[src/rtl/ifetch_seq.sv]
// ifetch_seq: in-order instruction-fetch sequencer with PC tagging, redirect flush and a 2-entry decode buffer
//   clk, rst                  clock, synchronous active-high reset
//   halt                      gates new fetch requests
//   redirect_valid/_addr      PC redirect (ignored in BOOT), low two address bits forced to 0
//   imem_req_valid/_addr/_ready   fetch request handshake, address is the current PC
//   imem_rsp_valid/_data      in-order response words, no backpressure
//   inst_valid/_data/_pc/_ready   buffered instruction to decode
module ifetch_seq #(
   parameter logic [31:0] RESET_PC = 32'h0000_0000,
   parameter int          DEPTH    = 2
) (
   input  logic        clk,
   input  logic        rst,
   input  logic        halt,
   input  logic        redirect_valid,
   input  logic [31:0] redirect_addr,
   output logic        imem_req_valid,
   output logic [31:0] imem_req_addr,
   input  logic        imem_req_ready,
   input  logic        imem_rsp_valid,
   input  logic [31:0] imem_rsp_data,
   output logic        inst_valid,
   output logic [31:0] inst_data,
   output logic [31:0] inst_pc,
   input  logic        inst_ready
);
   typedef enum logic [1:0] {BOOT, RUN, HALT} state_t;
   state_t      state_q, state_d;
   logic [31:0] pc_q, pc_d;
   logic [1:0]  out_q, out_d, drop_q, drop_d, cnt_q, cnt_d, wpos;
   logic [31:0] data_q [2];
   logic [31:0] data_d [2];
   logic [31:0] ipc_q [2];
   logic [31:0] ipc_d [2];
   logic        redir, hs, push, pop;
   logic [31:0] rsp_pc;
   logic        unused;
   assign unused = ^redirect_addr[1:0];
   assign redir = redirect_valid && state_q != BOOT;
   assign imem_req_valid = state_q == RUN && !redirect_valid && ({1'b0, out_q} + {1'b0, cnt_q} < 3'(DEPTH));
   assign imem_req_addr = pc_q;
   assign hs = imem_req_valid && imem_req_ready;
   assign inst_valid = cnt_q != 2'd0;
   assign inst_data = data_q[0];
   assign inst_pc = ipc_q[0];
   assign pop = inst_valid && inst_ready;
   assign push = imem_rsp_valid && drop_q == 2'd0 && !redir;
   // Once all stale words are dropped, every outstanding request was issued
   // consecutively up to pc_q, so the oldest one sits 4*outstanding behind it.
   assign rsp_pc = pc_q - {28'b0, out_q, 2'b00};
   assign wpos = cnt_q - {1'b0, pop};
   always_comb begin
      state_d = state_q == BOOT ? RUN : (halt ? HALT : RUN);
      pc_d = redir ? {redirect_addr[31:2], 2'b00} : (hs ? pc_q + 32'd4 : pc_q);
      out_d = out_q + {1'b0, hs} - {1'b0, imem_rsp_valid};
      drop_d = redir ? out_q - {1'b0, imem_rsp_valid}
             : (imem_rsp_valid && drop_q != 2'd0) ? drop_q - 2'd1 : drop_q;
      cnt_d = redir ? 2'd0 : cnt_q + {1'b0, push} - {1'b0, pop};
      data_d[0] = pop ? data_q[1] : data_q[0];
      data_d[1] = data_q[1];
      ipc_d[0] = pop ? ipc_q[1] : ipc_q[0];
      ipc_d[1] = ipc_q[1];
      if (push) begin
         data_d[wpos[0]] = imem_rsp_data;
         ipc_d[wpos[0]] = rsp_pc;
      end
   end
   always_ff @(posedge clk) begin
      if (rst) begin
         state_q <= BOOT;
         pc_q <= RESET_PC;
         out_q <= 2'd0;
         drop_q <= 2'd0;
         cnt_q <= 2'd0;
         data_q <= '{default: '0};
         ipc_q <= '{default: '0};
      end else begin
         state_q <= state_d;
         pc_q <= pc_d;
         out_q <= out_d;
         drop_q <= drop_d;
         cnt_q <= cnt_d;
         data_q <= data_d;
         ipc_q <= ipc_d;
      end
   end
endmodule

[config.mk]
export PLATFORM = sky130hd
export DESIGN_NAME = ifetch_seq
export DESIGN_NICKNAME = d
export VERILOG_FILES = /design/src/rtl/ifetch_seq.sv
export SDC_FILE = /design/constraint.sdc
export NUM_CORES = 1
export LEC_CHECK = 0
export ABC_AREA = 1
export ABC_CLOCK_PERIOD_IN_PS = 2300
export CAP_MARGIN = 10
export CORE_ASPECT_RATIO = 0.5
export CORE_MARGIN = 8
export CORE_UTILIZATION = 48
export DETAILED_ROUTE_END_ITERATION = 8
export GPL_ROUTABILITY_DRIVEN = 0
export PLACE_DENSITY = 0.87
export SYNTH_ARGS = -nofsm -noshare
export SYNTH_HDL_FRONTEND = slang
export SYNTH_SLANG_ARGS = --single-unit
[constraint.sdc]
create_clock -name clk -period 2.3 [get_ports clk]
set_input_delay 0.46 -clock clk [delete_from_list [all_inputs] [get_ports clk]]
set_output_delay 0.46 -clock clk [all_outputs]
set_load 0.05 [all_outputs]
After elaboration in Yosys (flattened, before gate mapping). Cells that the tools add are included.

Bitwise gates (word level): 1. Eq/ne operators: 1. Reduce and logical (&&, ||, !) cells: 20. $lt $le $gt $ge: 3. Add/subtract/negate cells: 10. Multiplexer cells: 14.

Operator list (number): $mux 32 (5); $bwmux 64 (2); $mux 64 (2); $add 32x3->32 const B (1); $demux 32 s1 (1); $sub 32x4->32 (1); $reduce_bool 2->1 (5); $logic_and 1x1->1 (9); $mux 2 (3); $sub 2x1->2 (3); $add 2x1->2 (2); $logic_not 2->1 (2); $reduce_or 2->1 (2); $add 2x2->3 (1); $lt 3x2->1 const B (1); $eq 2x1->1 const B (1); $ge 2x2->1 const B (1); $logic_not 1->1 (2); $lt 2x1->1 const B (1); $not 1->2 (1); $sub 2x1->2 const B (1); $mux 1 (1); $sub 1x1->1 (1).

Bits of input ports: 71. Register bits: 168. Logic and storage cells: 60. Output and inout port bits: 98.

Logic depth before layout (Yosys ltp).
Depth in word-level cells: 10. Depth in mapped cells: 13. Gate-level depth less buffers: 13.

Least setup slack after synthesis. Ideal clock, no wire load.

Path kind: register to register. From: register cnt_q[0]. To: register out_q[1]. Clock period less this slack: 2.291 ns. Data required time: 2.171 ns. Arrival time: 2.163 ns. Path slack: 0.009 ns. Cell stages (with the launch flop): 13. Library setup time: 0.129 ns. Buffers on the path: 1. Cells stage by stage: dfxtp_1 > nand2_1 > inv_1 > fa_1 > nor2_1 > nand4_1 > buf_2 > ha_1 > inv_1 > ha_1 > xor2_1 > o21ai_0 > a21oi_1.

Cells in the longest elaborated chain, start to end: 6.

RTL lines: from (decl) (line 30) `logic [1:0] out_q, out_d, drop_q, drop_d, cnt_q, cnt_d, wpos;`; from (signal assigned) (line 82) `cnt_q <= cnt_d;`; $add 2x2->3 (line 40) `assign imem_req_valid = state_q == RUN && !redirect_valid && ({1'b0, out_q} + {1'b0, cnt_q} < 3'(DEPTH));`; $lt 3x2->1 (line 40); $logic_and 1x1->1 (line 40); $logic_and 1x1->1 (line 42) `assign hs = imem_req_valid && imem_req_ready;`; $add 2x1->2 (line 55) `out_d = out_q + {1'b0, hs} - {1'b0, imem_rsp_valid};`; $sub 2x1->2 (line 55); to (signal assigned) (line 80) `out_q <= out_d;`; to (decl) (line 30).

No other way between the ends. A chain may end at the register's enable or synchronous reset.

Worst setup path after layout.
From: register out_q[0]. To: output port imem_req_valid.

Cells in the longest elaborated chain, start to end: 3.

RTL lines: $add 2x2->3 (line 40); $lt 3x2->1 (line 40); $logic_and 1x1->1 (line 40); to (decl) (line 17) `output logic imem_req_valid,`.

No other way between the ends.

==> results.ini <==
[worst_hold_path]
hp-class = in2reg
whs_path_depth = 4
hold_start = rst

[sta]
worst_slew_pin_slew_ns = 0.5913
worst_clock_skew_ns = 0.01140
max-slew-margin-rel = 0.6058
final.period_utilization = 0.9913
setup_viol = 0
grt_setup_unrepaired = yes
hold_viol_final = 0
drv_slew = 0
fmax_mhz = 438.6
fin_crit_ns = 2.280
hold-worst-slack_ns = 0.4031

[synth]
ys_ff_latch = 166
synth_seq_area_share = 0.3633
ys_types = 48
synth-edff-count = 0
synth.cell_area_mm2 = 0.009146
yosysWarnings = 0
syn_inst = 1404
ys.flop_type = dfxtp_1
async_reset_ff_frac = 0
avgSynthCellArea_um2 = 6.514

[run_status]
outcome = complete, no violations

[place]
placement.cell_area_mm2 = 0.01057
dpl.cell_count = 1724
portBuffers = 164
dp_hpwl_um = 18530

[worst_setup_path]
required_ns = 1.84
timing.critical_path.buf_inv = 2
ff2ff_setup_slack_ns = 0.12
r2r-start = out_q[0]
reg2regPathDepth = 12
slowest_delay_ns = 0.45
critPathSlowestCell = fa_1
endpoint_kind = output port
startpoint_type = register
crit_top_cell = nor2_2
crit_fanout = 4
reg2reg_to = imem_req_addr[30]
critical-path-top-delay-family = adder cells
cp_data_arrival_time_ns = 1.82
crit_type = reg2out
crit_chain = nand2_2 -> inv_2 -> fa_1 -> nor2_2 -> nand2_1 -> nor2_2 -> buf_12

[drt]
postRouteAntennaNets = 0
routedWlPerCell_um = 14.71
avgViaCountPerCell = 5.137
dr.pass1.iters = 6
drc = 0
routed_wl_um = 25820
via_count = 9016
drtIter0Drc = 992

[floorplan]
fp.dieW_um = 211.2
start_util = 0.4938
die_height_um = 113.6
coreArea_mm2 = 0.01852
ioPinCount = 169
rows = 35
dieArea_mm2 = 0.02400

[finish]
n_antenna_cell = 0
final_nets = 1566
final_cells = 1755
drive_gt1_frac = 0.07219
fillers = 1669
stdcell_area_mm2 = 0.01123
area_growth_pct = 22.76
fin_util = 0.6061

[global_routing]
grt_pass1_wl_um = 41410
antenna_found_initial = 0
grt_pass1_vias = 8162
track_usage = 0.2106
grt_max_degree = 60
grt.overflow.total = 0

[power_and_ir_drop]
power.total_mw = 9.762
power_density_mw_per_mm2 = 869.4
p_leak_nw = 4.956
irDropWorstVdd_mv = 0.4968

[clocking]
cts_tree = done
cts_made_buffers = 17
clkLatencyLatePin_ns = 0.43
numClockSinks = 166
clockRootBuffer = clkbuf_16
post-cts-setup-buffers = 0
clk_pin_slew_ns = 0.07
clock_path_buffers = 2
h-tree-depth = 4

[job]
maxCapViolCount = 0

[cell usage after synthesis (all sizes together), types with 9 or more instances]
master,count,area [um^2]
buf,111,784.5
o21ai,129,660.6
inv,127,479.2
nand2,436,1662
xor2,19,166.4
ha,9,112.6
dfxtp,166,3323
nand3,59,317.8
o211ai,11,82.58
clkbuf,20,76.32
nor2,213,842.1
a21oi,59,295.3
[how the worst max path moves through the flow]
stage | start | end | slack, ns | cells after the start
global placement | redirect_valid | imem_req_addr[25] | 0.1 | 10
floorplan | cnt_q[0] | out_q[1] | 0.009 | 12
detailed placement | redirect_valid | imem_req_addr[30] | 0.04 | 10
CTS | imem_req_addr[27] | imem_req_addr[27] | 0.0007 | 1
finish | out_q[0] | imem_req_valid | 0.02 | 7
global route | out_q[0] | imem_req_valid | -0.05 | 7
[worst reg2reg max path, cell delays in order (launching register included)]
cell     delay (ns)
dfxtp_4        0.36
nand2_2        0.07
inv_2          0.03
fa_1           0.50
nor2_2         0.05
nand4_1        0.12
buf_4          0.22
nand2_1        0.10
inv_2          0.24
buf_12         0.18
nor2_1         0.05
nand2_1        0.06
a21oi_1        0.06
[what timing repair did]
action,CTS,global route
resized for setup,8,16
hold buffers,0,0
endpoints found under the setup margin,7,20
hold endpoints to repair,0,0
[stage by stage]
step	TNS [ns]	setup slack [ns]
2_1_floorplan	0	0.008501
3_3_place_gp	0	0.09670
3_5_place_dp	0	0.03704
4_1_cts	0	0.0007429
5_1_grt	-0.05206	-0.05206
6_report	0	0.02000
[cell families (layout without fill, tap and decap cells)]
logic type | count (synthesis) | count (layout) | share of synthesized area
muxes | 5 | 5 | 0.005472
DFF | 166 | 166 | 0.3633
adders and majority gates | 11 | 11 | 0.01669
xor gates and xnor gates | 20 | 20 | 0.01915
other | 1 | 2 | 0.0004100
buffers and inverters | 260 | 351 | 0.1475
AOI/OAI and AO/OA | 213 | 213 | 0.1260
and+or+nand+nor | 728 | 728 | 0.3215
[layer usage]
| metal | track usage | vias to the layer above | wire, um |
|---|---|---|---|
| li1 | - | 4496 | - |
| met1 | 0.2788 | 4043 | 11500 |
| met2 | 0.3443 | 421 | 11710 |
| met3 | 0.04353 | 56 | 2170 |
| met4 | 0.05844 | 0 | 441 |
| met5 | 0 | - | 0 |
[power by group]
part / leakage (nW) / total, mW / switching, mW / internal [mW]
combinational: 3.30 / 3.25 / 2.15 / 1.10
sequential: 1.35 / 3.48 / 0.243 / 3.24
clock: 0.300 / 3.03 / 1.20 / 1.83
total: 4.96 / 9.76 / 3.60 / 6.17
[layout by cell type, fill, tap and decap left out, types with 5 or more instances in the layout]
master / Yosys / final
nand2_1: 428 / 427
nor2_1: 202 / 200
dfxtp_1: 166 / 165
clkdlybuf4s50_1: 0 / 144
inv_1: 116 / 115
o21ai_1: 74 / 74
a21oi_1: 59 / 59
nand3_1: 56 / 56
o21ai_0: 53 / 53
buf_4: 76 / 20
xor2_1: 19 / 18
clkbuf_16: 0 / 17
inv_2: 10 / 11
o211ai_1: 11 / 11
dlymetal6s2s_1: 0 / 11
nor2_2: 8 / 9
ha_1: 9 / 9
buf_12: 0 / 9
nand2_2: 7 / 8
nor3_1: 8 / 8
dlygate4sd2_1: 0 / 6
mux2i_1: 5 / 5
[area by class of cell]
class,instances,area (um^2),area share
multi-input combinational,979,4498,0.4006
sequential,166,3327,0.2963
timing repair buffer,191,1967,0.1752
inverter,129,488.0,0.04346
clock buffer,22,484.2,0.04312
tap,259,324.1,0.02886
clock inverter,9,140.1,0.01248
(Power assumes the default switching activity.)
